--- config.mk ---
export PLATFORM = sky130hd
export DESIGN_NAME = spi_pwm_reg_ctrl
export DESIGN_NICKNAME = d
export VERILOG_FILES = /design/src/rtl/pwm_cfg_pkg.sv /design/src/rtl/sync_edge_det.sv /design/src/rtl/spi_pwm_reg_ctrl.sv
export SDC_FILE = /design/constraint.sdc
export NUM_CORES = 1
export LEC_CHECK = 0
export CAP_MARGIN = 25
export CORE_MARGIN = 5
export CORE_UTILIZATION = 33
export DETAILED_ROUTE_END_ITERATION = 10
export PLACE_DENSITY = 0.55
export SETUP_SLACK_MARGIN = 0.5
export SYNTH_ARGS = -nofsm -noshare
export SYNTH_HDL_FRONTEND = slang
export SYNTH_HIERARCHICAL = 1
export SYNTH_SLANG_ARGS = --single-unit
--- constraint.sdc ---
create_clock -name clk -period 4.8 [get_ports clk]
set_clock_uncertainty 0.05 [all_clocks]
set_input_delay 0.96 -clock clk [delete_from_list [all_inputs] [get_ports clk]]
set_output_delay 0.96 -clock clk [all_outputs]
set_load 0.02 [all_outputs]
--- src/rtl/pwm_cfg_pkg.sv ---
`default_nettype none
// ============================================================================
// Module   : pwm_cfg_pkg
// Brief    : Shared constants and FSM state type for the PWM SPI config port.
// Revision : 1.0 - initial release
// ============================================================================
package pwm_cfg_pkg;

   localparam int FRAME_BITS = 16;

   localparam int ADDR_EN_OUT_LO = 0;
   localparam int ADDR_EN_OUT_HI = 1;
   localparam int ADDR_EN_PWM_LO = 2;
   localparam int ADDR_EN_PWM_HI = 3;
   localparam int ADDR_DUTY      = 4;

   typedef enum logic [1:0] {
      IDLE   = 2'd0,
      SHIFT  = 2'd1,
      COMMIT = 2'd2
   } state_t;

endpackage
`default_nettype wire

--- src/rtl/sync_edge_det.sv ---
`default_nettype none
// ============================================================================
// Module   : sync_edge_det
// Brief    : Multi-flop synchroniser with one extra flop for edge detection.
// Revision : 1.0 - initial release
// ============================================================================
module sync_edge_det #(
   parameter int SYNC_STAGES = 2,
   parameter bit RESET_VAL   = 1'b0
) (
   input  logic clk,
   input  logic rst,
   input  logic din,
   output logic level,
   output logic rise,
   output logic fall
);

   logic [SYNC_STAGES-1:0] r_sync;
   logic                   r_prev;

   always_ff @(posedge clk) begin
      if (rst) begin
         r_sync <= {SYNC_STAGES{RESET_VAL}};
         r_prev <= RESET_VAL;
      end else begin
         r_sync <= {r_sync[SYNC_STAGES-2:0], din};
         r_prev <= r_sync[SYNC_STAGES-1];
      end
   end

   assign level = r_sync[SYNC_STAGES-1];
   assign rise  =  level & ~r_prev;
   assign fall  = ~level &  r_prev;

endmodule
`default_nettype wire

--- src/rtl/spi_pwm_reg_ctrl.sv ---
`default_nettype none
// ============================================================================
// Module   : spi_pwm_reg_ctrl
// Brief    : Write-only SPI (mode 0) target loading five 8-bit PWM registers.
// Revision : 1.0 - initial release
// ============================================================================
module spi_pwm_reg_ctrl #(
   parameter int SYNC_STAGES = 2,
   parameter int FRAME_BITS  = pwm_cfg_pkg::FRAME_BITS,
   parameter int MAX_ADDR    = 4
) (
   input  logic       clk,
   input  logic       rst,
   input  logic       sclk_in,
   input  logic       copi_in,
   input  logic       ncs_in,
   output logic [7:0] en_reg_out_7_0,
   output logic [7:0] en_reg_out_15_8,
   output logic [7:0] en_reg_pwm_7_0,
   output logic [7:0] en_reg_pwm_15_8,
   output logic [7:0] pwm_duty_cycle,
   output logic       wr_strobe,
   output logic       frame_err
);

   import pwm_cfg_pkg::*;

   localparam int CW = $clog2(FRAME_BITS + 2);
   localparam logic [CW-1:0] C_CNT_FULL = CW'(FRAME_BITS);
   localparam logic [CW-1:0] C_CNT_SAT  = CW'(FRAME_BITS + 1);

   logic w_sclk_lvl, w_sclk_rise, w_sclk_fall;
   logic w_copi_lvl, w_copi_rise, w_copi_fall;
   logic w_ncs_lvl,  w_ncs_rise,  w_ncs_fall;

   sync_edge_det #(.SYNC_STAGES(SYNC_STAGES), .RESET_VAL(1'b0)) u_sync_sclk (
      .clk(clk), .rst(rst), .din(sclk_in),
      .level(w_sclk_lvl), .rise(w_sclk_rise), .fall(w_sclk_fall)
   );

   sync_edge_det #(.SYNC_STAGES(SYNC_STAGES), .RESET_VAL(1'b0)) u_sync_copi (
      .clk(clk), .rst(rst), .din(copi_in),
      .level(w_copi_lvl), .rise(w_copi_rise), .fall(w_copi_fall)
   );

   sync_edge_det #(.SYNC_STAGES(SYNC_STAGES), .RESET_VAL(1'b1)) u_sync_ncs (
      .clk(clk), .rst(rst), .din(ncs_in),
      .level(w_ncs_lvl), .rise(w_ncs_rise), .fall(w_ncs_fall)
   );

   logic w_unused_sigs;
   assign w_unused_sigs = &{1'b0, w_sclk_lvl, w_sclk_fall, w_copi_rise,
                            w_copi_fall, w_ncs_lvl};

   state_t                r_state, w_next_state;
   logic [CW-1:0]         r_cnt;
   logic [FRAME_BITS-1:0] r_shift;
   logic [7:0]            r_regs [0:MAX_ADDR];
   logic                  r_wr_strobe, r_frame_err;

   logic       w_is_write;
   logic [6:0] w_addr;
   logic [7:0] w_data;
   logic       w_len_ok, w_addr_ok, w_do_write, w_do_err;

   assign w_is_write = r_shift[FRAME_BITS-1];
   assign w_addr     = r_shift[FRAME_BITS-2 -: 7];
   assign w_data     = r_shift[7:0];
   assign w_len_ok   = (r_cnt == C_CNT_FULL);
   assign w_addr_ok  = (w_addr <= 7'(MAX_ADDR));
   assign w_do_write = w_len_ok & w_is_write & w_addr_ok;
   // Read requests of correct length are dropped without flagging an error.
   assign w_do_err   = ~w_len_ok | (w_is_write & ~w_addr_ok);

   always_ff @(posedge clk) begin
      if (rst) r_state <= IDLE;
      else     r_state <= w_next_state;
   end

   always_comb begin
      w_next_state = r_state;
      case (r_state)
         IDLE:    if (w_ncs_fall) w_next_state = SHIFT;
         SHIFT:   if (w_ncs_rise) w_next_state = COMMIT;
         COMMIT:  w_next_state = w_ncs_fall ? SHIFT : IDLE;
         default: w_next_state = IDLE;
      endcase
   end

   always_ff @(posedge clk) begin
      if (rst) begin
         r_cnt       <= '0;
         r_shift     <= '0;
         r_wr_strobe <= 1'b0;
         r_frame_err <= 1'b0;
         for (int i = 0; i <= MAX_ADDR; i++) r_regs[i] <= 8'h00;
      end else begin
         r_wr_strobe <= 1'b0;
         r_frame_err <= 1'b0;
         case (r_state)
            IDLE: begin
               if (w_ncs_fall) begin
                  r_cnt   <= '0;
                  r_shift <= '0;
               end
            end
            SHIFT: begin
               if (!w_ncs_rise && w_sclk_rise) begin
                  r_shift <= {r_shift[FRAME_BITS-2:0], w_copi_lvl};
                  if (r_cnt != C_CNT_SAT) r_cnt <= r_cnt + 1'b1;
               end
            end
            COMMIT: begin
               if (w_do_write) begin
                  for (int i = 0; i <= MAX_ADDR; i++)
                     if (w_addr == 7'(i)) r_regs[i] <= w_data;
                  r_wr_strobe <= 1'b1;
               end else if (w_do_err) begin
                  r_frame_err <= 1'b1;
               end
               if (w_ncs_fall) begin
                  r_cnt   <= '0;
                  r_shift <= '0;
               end
            end
            default: ;
         endcase
      end
   end

   assign en_reg_out_7_0  = r_regs[ADDR_EN_OUT_LO];
   assign en_reg_out_15_8 = r_regs[ADDR_EN_OUT_HI];
   assign en_reg_pwm_7_0  = r_regs[ADDR_EN_PWM_LO];
   assign en_reg_pwm_15_8 = r_regs[ADDR_EN_PWM_HI];
   assign pwm_duty_cycle  = r_regs[ADDR_DUTY];
   assign wr_strobe       = r_wr_strobe;
   assign frame_err       = r_frame_err;

endmodule
`default_nettype wire

Word level (Yosys, flattened, before mapping)
Memories as Yosys holds them, arrays and structs flattened. Index checks and enable logic that the tools add are counted.

Flip-flop bits (word level): 33. Input bits: 5. Bits in writable memories: 40. Output and inout port bits: 42. Logic and storage cells: 100. Memories: 1.

Equal/unequal tests: 13. Bitwise logic cells: 18. $add $sub $neg: 1. Reductions and logical operators: 11. Order comparisons: 1. Muxes and demuxes: 45.

Memory list: r_regs (depth 5, width 8, rd ports 5, clocked after Yosys merged registers in 0, write ports 5, RTL line spi_pwm_reg_ctrl.sv:58) `logic [7:0] r_regs [0:MAX_ADDR];`.

Operators by type and width (count): 8-bit 2-to-1 mux (5); 16-bit 2-to-1 mux (2); 16-bit one-hot mux with 2 select lines (1); 1-bit 2-to-1 mux (30); 5-bit 2-to-1 mux (3); 7-bit by 2-bit equality test with 1-bit output, second input constant (2); 5-bit one-hot mux with 2 select lines (1); 2-bit inequality test, second input constant (4); 7-bit by 1-bit equality test with 1-bit output, second input constant (1); 7-bit by 3-bit equality test with 1-bit output, second input constant (1); 7-bit by 3-bit <= comparator with 1-bit output, second input constant (1); 7-bit zero test (1); 1-bit bitwise AND (6); 1-bit inverter (6); 1-bit OR (6); 2-bit one-hot mux with 3 select lines (1); 5-bit by 1-bit adder with 5-bit output, second input constant (1); 5-bit equality test, second input constant (1); 5-bit inequality test, second input constant (1); 2-bit 2-to-1 mux (2); 4-bit AND reduction (1); 2-bit OR reduction (2); 3-bit AND reduction (1); 3-bit OR reduction (1); other kinds (8) (8).

Logic depth before layout (Yosys ltp)
Gate-level depths: netlist of run 1.

Depth after elaboration: 8. Depth in mapped cells: 6. Gate-level depth less buffers: 5.

Hierarchy
The synthesis of run 1 kept the hierarchy.

Modules (own cells, without submodules): spi_pwm_reg_ctrl (seq. area each 1701.6 µm², cells each 200, area an instance 2533.7 µm², instances 1); sync_edge_det at u_sync_copi ... (seq. area each 60.1 µm², cells each 8, area an instance 91.3 µm², instances 2); sync_edge_det at u_sync_ncs (seq. area each 60.1 µm², cells each 8, area an instance 92.6 µm², instances 1).

Least setup slack after synthesis of run 1
OpenSTA, ideal clock, no wires.

Path kind: input port to flip-flop. Start: input rst. End: memory r_regs[0][0] (enable). Arrival: 2.161 ns. Data required time: 4.366 ns. Cell stages on the path: 3. Setup slack: 2.205 ns. Path buffers: 0. Setup time: 0.384 ns. Path through: or3b_4 -> nand3b_4 -> o21ai_0.

RTL lines: start: declaration (RTL line spi_pwm_reg_ctrl.sv:13) `input logic rst,`; end: declaration (RTL line spi_pwm_reg_ctrl.sv:58).

==> results.toml, run 1 <==
[drt]
via_per_inst = 4.68
drc = 0
route.vias.total = 1772
drt_iter0_drc = 52
drtAntennaViolNets = 0
wl_mm = 5.04
dr.pass1.iters = 4
avgRoutedWirePerCell_um = 13.3

[finish]
diodes = 0
area.growth.synth_to_final_pct = 28.7
final_nets = 277
drive_above_1_share_pct = 13.9
final_common_cell = "clkdlybuf4s50_1"
final_cell_mix = "clkdlybuf4s50_1, edfxtp_1, dfxtp_1"
utilization_pct = 43.5
fillCellCount = 771

[synth]
synth_cells = 219
syn_nets = 227
avgSynthCellArea_um2 = 12.6
ys.warnings.count = 6
syn_area_mm2 = 0.00276

[power_and_ir_drop]
peakVddDrop_v = 0.000179
power_frac_comb_pct = 6.8
power_density_mw_per_mm2 = 367
p_switching_w = 0.000291
leakage_nw = 1.16
clkPwrFrac_pct = 40.7
switching_share_pct = 22.3
p_seq_share_pct = 52.5
p_int_w = 0.00101

[worst_setup_path]
critical_path_class = "input pin to register"
critPathArrivalTime_ps = 2980
worstSetupStartpointType = "input pin"
reg2reg_slack_ps = 2370
path_max_fanout = 13
worstPathRequired_ps = 4710
cp-end-kind = "register"

[clock_tree]
cts_tree = "yes"
cts_buffer_depth = 2
cts.clk_slew.worst_paths_ps = 80
clock_sinks = 73
cts_hold_buf = 0
ctsResizeCount = 0
cts_max_level = 3
cts_buffers = 9
post_cts_buffers = 0
clock_latency_ps = 340
cts-root-buf = "clkbuf_8"

[placed_design]
gp_congestion = 0.704
dp_hpwl_mm = 3.56
numPortBuffers = 46
pre_cts_slack_ps = 1350

[global_routing]
grt_pass1_wl_mm = 8.26
overflow = 0
grt_pass1_vias = 1680
antenna_found_initial = 0
grt_use_total_pct = 10.5
grt_max_degree = 30

[sta]
hold_viol = 0
min_period_ps = 3080
final.setup.tns_ps = 0
fmax_mhz = 325
tightestPinTransition_ps = 969
finalSetupViolations = 0
slew_viol_final = 0
rsz0062_at_grt = "no"
finalCritPeriodShare_pct = 64.1
max_slew_margin_pct = 34.7
setup_ws_ps = 1720

[run]
maxCapViolCount = 0

[floorplan]
core_mm2 = 0.00818
rows = 33
io_pins = 47
die_area_mm2 = 0.0103
die_h_um = 102
die_w_um = 102
start_util_pct = 33.8

[run_status]
outcome = "completed"

[min_path]
hp-class = "register to register"
sequential cells by signal (all words and copies together) (netlist names):
| register | cells |
|---|---|
| r_cnt | 5 |
| u_sync_ncs/r_sync | 2 |
| u_sync_sclk/r_sync | 2 |
| r_shift | 16 |
| frame_err | 1 |
| r_state | 2 |
| wr_strobe | 1 |
| u_sync_sclk/r_prev | 1 |
| u_sync_copi/r_sync | 2 |
| u_sync_ncs/r_prev | 1 |
| r_regs | 40 |
final cells by class:
class / count / area [um^2] / area share, %
inverter: 12 / 45.0 / 1.27
clock buffer: 9 / 124 / 3.48
tap: 105 / 131 / 3.69
timing repair buffer: 50 / 490 / 13.8
sequential: 73 / 1860 / 52.3
clock inverter: 7 / 101 / 2.85
multi-input combinational: 123 / 803 / 22.6
power by group through the flow:
| stage | Combinational, W | Sequential [W] | Clock [W] |
|---|---|---|---|
| 6_report | 0.0000884 | 0.000685 | 0.000531 |
| 2_1_floorplan | 0.0000203 | 0.000722 | 0 |
| 3_5_place_dp | 0.0000896 | 0.000699 | 0 |
| 5_1_grt | 0.0000941 | 0.000687 | 0.000575 |
| 4_1_cts | 0.0000898 | 0.000685 | 0.000544 |
| 3_3_place_gp | 0.0000890 | 0.000700 | 0 |
final timing paths:
check	cells after the start	end	start
worst min register to register	1	u_sync_ncs/r_sync[1]$_SDFF_PP1_	u_sync_ncs/r_sync[0]$_SDFF_PP1_
worst min-delay path	1	u_sync_ncs/r_sync[1]$_SDFF_PP1_	u_sync_ncs/r_sync[0]$_SDFF_PP1_
worst max register to register	5	r_regs[0][35]$_DFFE_PP_	r_cnt[0]$_SDFFE_PP0P_
worst max-delay path	4	r_regs[0][35]$_DFFE_PP_	rst
critical path, cell delays in order:
cell and delay (ps):
clkdlybuf4s50_1 430, or3b_4 410, nand3b_4 280, o41ai_2 900
metrics by stage:
stage / total power [W] / cell area, um^2 / hold slack, ps / cells
2_1_floorplan: 0.000742 / 2760 / 333 / 219
3_3_place_gp: 0.000789 / 3330 / 346 / 363
3_5_place_dp: 0.000789 / 3330 / 350 / 363
4_1_cts: 0.00132 / 3560 / 374 / 379
5_1_grt: 0.00136 / 3560 / 378 / 379
6_report: 0.00130 / 3560 / 371 / 379
metal layers:
layer	vias up	part of all wire [%]	GRT usage, %
li1	881	-	-
met2	59	44	15.7
met3	11	7.8	3.44
met5	-	0	0
met4	0	2.1	4.91
met1	821	46	13.8
Note: power is estimated with default switching activity, not from simulation.
==> run 2: changes to the inputs <==
Clock period 4.8 ns to 2.9 ns, I/O delays scaled along.
==> run 2 against run 1 <==
  * Clock power up 76%
  * Critical endpoint unchanged
  * Core utilization up 0.40 points
  * Largest power group unchanged
  * Largest cell class unchanged
  * Routed wire length down 1.4%
  * Final cell count up 0.53%
  * Critical path depth up 1
  * Hold slack better by 3.8 ps
  * Register-to-register slack worse by 1500 ps
  * Critical path type unchanged
  * Sequential share of layout area down 0.47 points
==> results.toml, run 2 (synthesis gave the netlist of run 1 again) <==
[sta]
min_period_ps = 2230
rsz0062_at_grt = "no"
hold_ws_ps = 375
finalCritPeriodShare_pct = 77.1
final.setup.tns_ps = 0
finalSetupViolations = 0
hold_viol = 0
max_slew_margin_pct = 38.7
fmax_mhz = 447
tightestPinTransition_ps = 920
slew_viol_final = 0

[worst_setup_path]
critical-path-top-delay-family = "simple AND/OR/NAND/NOR gates"
critical_path_class = "input pin to register"
worstSetupStartpointType = "input pin"
cpMaxStageDelayCell = "clkdlybuf4s50_1"
path_max_fanout = 13
reg2reg_slack_ps = 910
cp-end-kind = "register"
slowest_delay_ps = 420
r2r_start = "r_cnt[0]$_SDFFE_PP0P_"
critPathArrivalTime_ps = 2230
path_cells = "clkdlybuf4s50_1 -> or3b_4 -> nand3b_4 -> o41ai_2 -> buf_4"
rr_endpoint = "r_regs[0][35]$_DFFE_PP_"
timing.critical_path.buf_inv = 2
worstPathRequired_ps = 2900
ff2ff_path_depth = 6

[global_routing]
grtUsageMet3_pct = 3.24
antenna_found_initial = 0
use_met1_pct = 14.2
grt_pass1_vias = 1636
grt_use_total_pct = 10.6
use_met2_pct = 15.3
grt_max_degree = 30
busiest_layer = "met2"
grt_pass1_wl_mm = 8.38
overflow = 0

[power_and_ir_drop]
peakVddDrop_v = 0.000302
p_seq_share_pct = 51.2
p_switching_w = 0.000458
switching_share_pct = 20.6
clkPwrFrac_pct = 42.2
power_density_mw_per_mm2 = 617
power_frac_comb_pct = 6.6
p_int_w = 0.00176
leakage_nw = 1.18

[finish]
utilization_pct = 43.9
area.growth.synth_to_final_pct = 29.9
regMostFlops = "r_regs"
largest_register_ffs = 40
diodes = 0
largest_registers = "r_regs x40, r_shift x16, r_cnt x5"
final_nets = 279
final_cell_mix = "clkdlybuf4s50_1, edfxtp_1, dfxtp_1"
drive_above_1_share_pct = 14.1
final_common_cell = "clkdlybuf4s50_1"

[drt]
via_per_inst = 4.60
wl_mm = 4.97
avgRoutedWirePerCell_um = 13.0
drc = 0
drtAntennaViolNets = 0
drt_iter0_drc = 73
dr.pass1.iters = 4
route.vias.total = 1754

[min_path]
min_to = "u_sync_ncs/r_sync[1]$_SDFF_PP1_"
hold_path_depth = 1
hp-start = "u_sync_ncs/r_sync[0]$_SDFF_PP1_"
hp-class = "register to register"

[clock_tree]
cts_max_level = 3
cts_tree = "yes"
cts.clk_slew.worst_paths_ps = 70
ctsResizeCount = 0
cts_buffer_depth = 2
cts_hold_buf = 0
cts_buffers = 9
clock_latency_ps = 340
post_cts_buffers = 0
cts-root-buf = "clkbuf_8"
clock_sinks = 73

[placed_design]
numPortBuffers = 46
dp_hpwl_mm = 3.56
gp_congestion = 0.737

[run]
maxCapViolCount = 0

[floorplan]
start_util_pct = 33.8
die_h_um = 102
io_pins = 47
die_area_mm2 = 0.0103
rows = 33
core_mm2 = 0.00818
die_w_um = 102

[run_status]
outcome = "completed"
==> run 2: worst max path at each step <==
stage | from | endpoint | slack (ps) | depth (start not counted)
floorplan | rst | r_regs[0][0]$_DFFE_PP_ | 680 | 3
global placement | rst | r_regs[0][32]$_DFFE_PP_ | 310 | 5
detailed placement | rst | r_regs[0][24]$_DFFE_PP_ | 310 | 4
CTS | rst | r_regs[0][35]$_DFFE_PP_ | 660 | 5
global route | rst | r_regs[0][38]$_DFFE_PP_ | 580 | 5
finish | rst | r_regs[0][35]$_DFFE_PP_ | 670 | 5
==> run 2: through the flow <==
step	setup slack, ps	instance area (um^2)	instances	total power (W)
floorplan	685	2760	219	0.00123
global placement	315	3350	365	0.00131
detailed placement	305	3350	365	0.00131
CTS	664	3590	381	0.00225
global route	576	3590	381	0.00231
finish	665	3590	381	0.00222
==> run 2: metal layers <==
| metal | vias up | share of wire, % |
|---|---|---|
| met4 | 0 | 2.2 |
| li1 | 884 | - |
| met5 | - | 0 |
| met3 | 12 | 7.3 |
| met2 | 55 | 45 |
| met1 | 803 | 46 |
==> run 2: area by class of cell <==
| type | instances | area, um^2 |
|---|---|---|
| Clock buffer | 9 | 124 |
| Clock inverter | 7 | 119 |
| Fill cell | 807 | 4590 |
| Inverter | 12 | 45.0 |
| Multi-Input combinational cell | 123 | 803 |
| Sequential cell | 73 | 1860 |
| Tap cell | 105 | 131 |
| Timing Repair Buffer | 52 | 505 |
==> run 2: power by group through the flow <==
| stage | Combinational [W] | Sequential (W) | Clock, W |
|---|---|---|---|
| after floorplan | 0.0000336 | 0.00120 | 0 |
| after global placement | 0.000148 | 0.00116 | 0 |
| after detailed placement | 0.000149 | 0.00116 | 0 |
| after CTS | 0.000149 | 0.00113 | 0.000964 |
| after global routing | 0.000156 | 0.00114 | 0.00102 |
| final | 0.000147 | 0.00113 | 0.000936 |
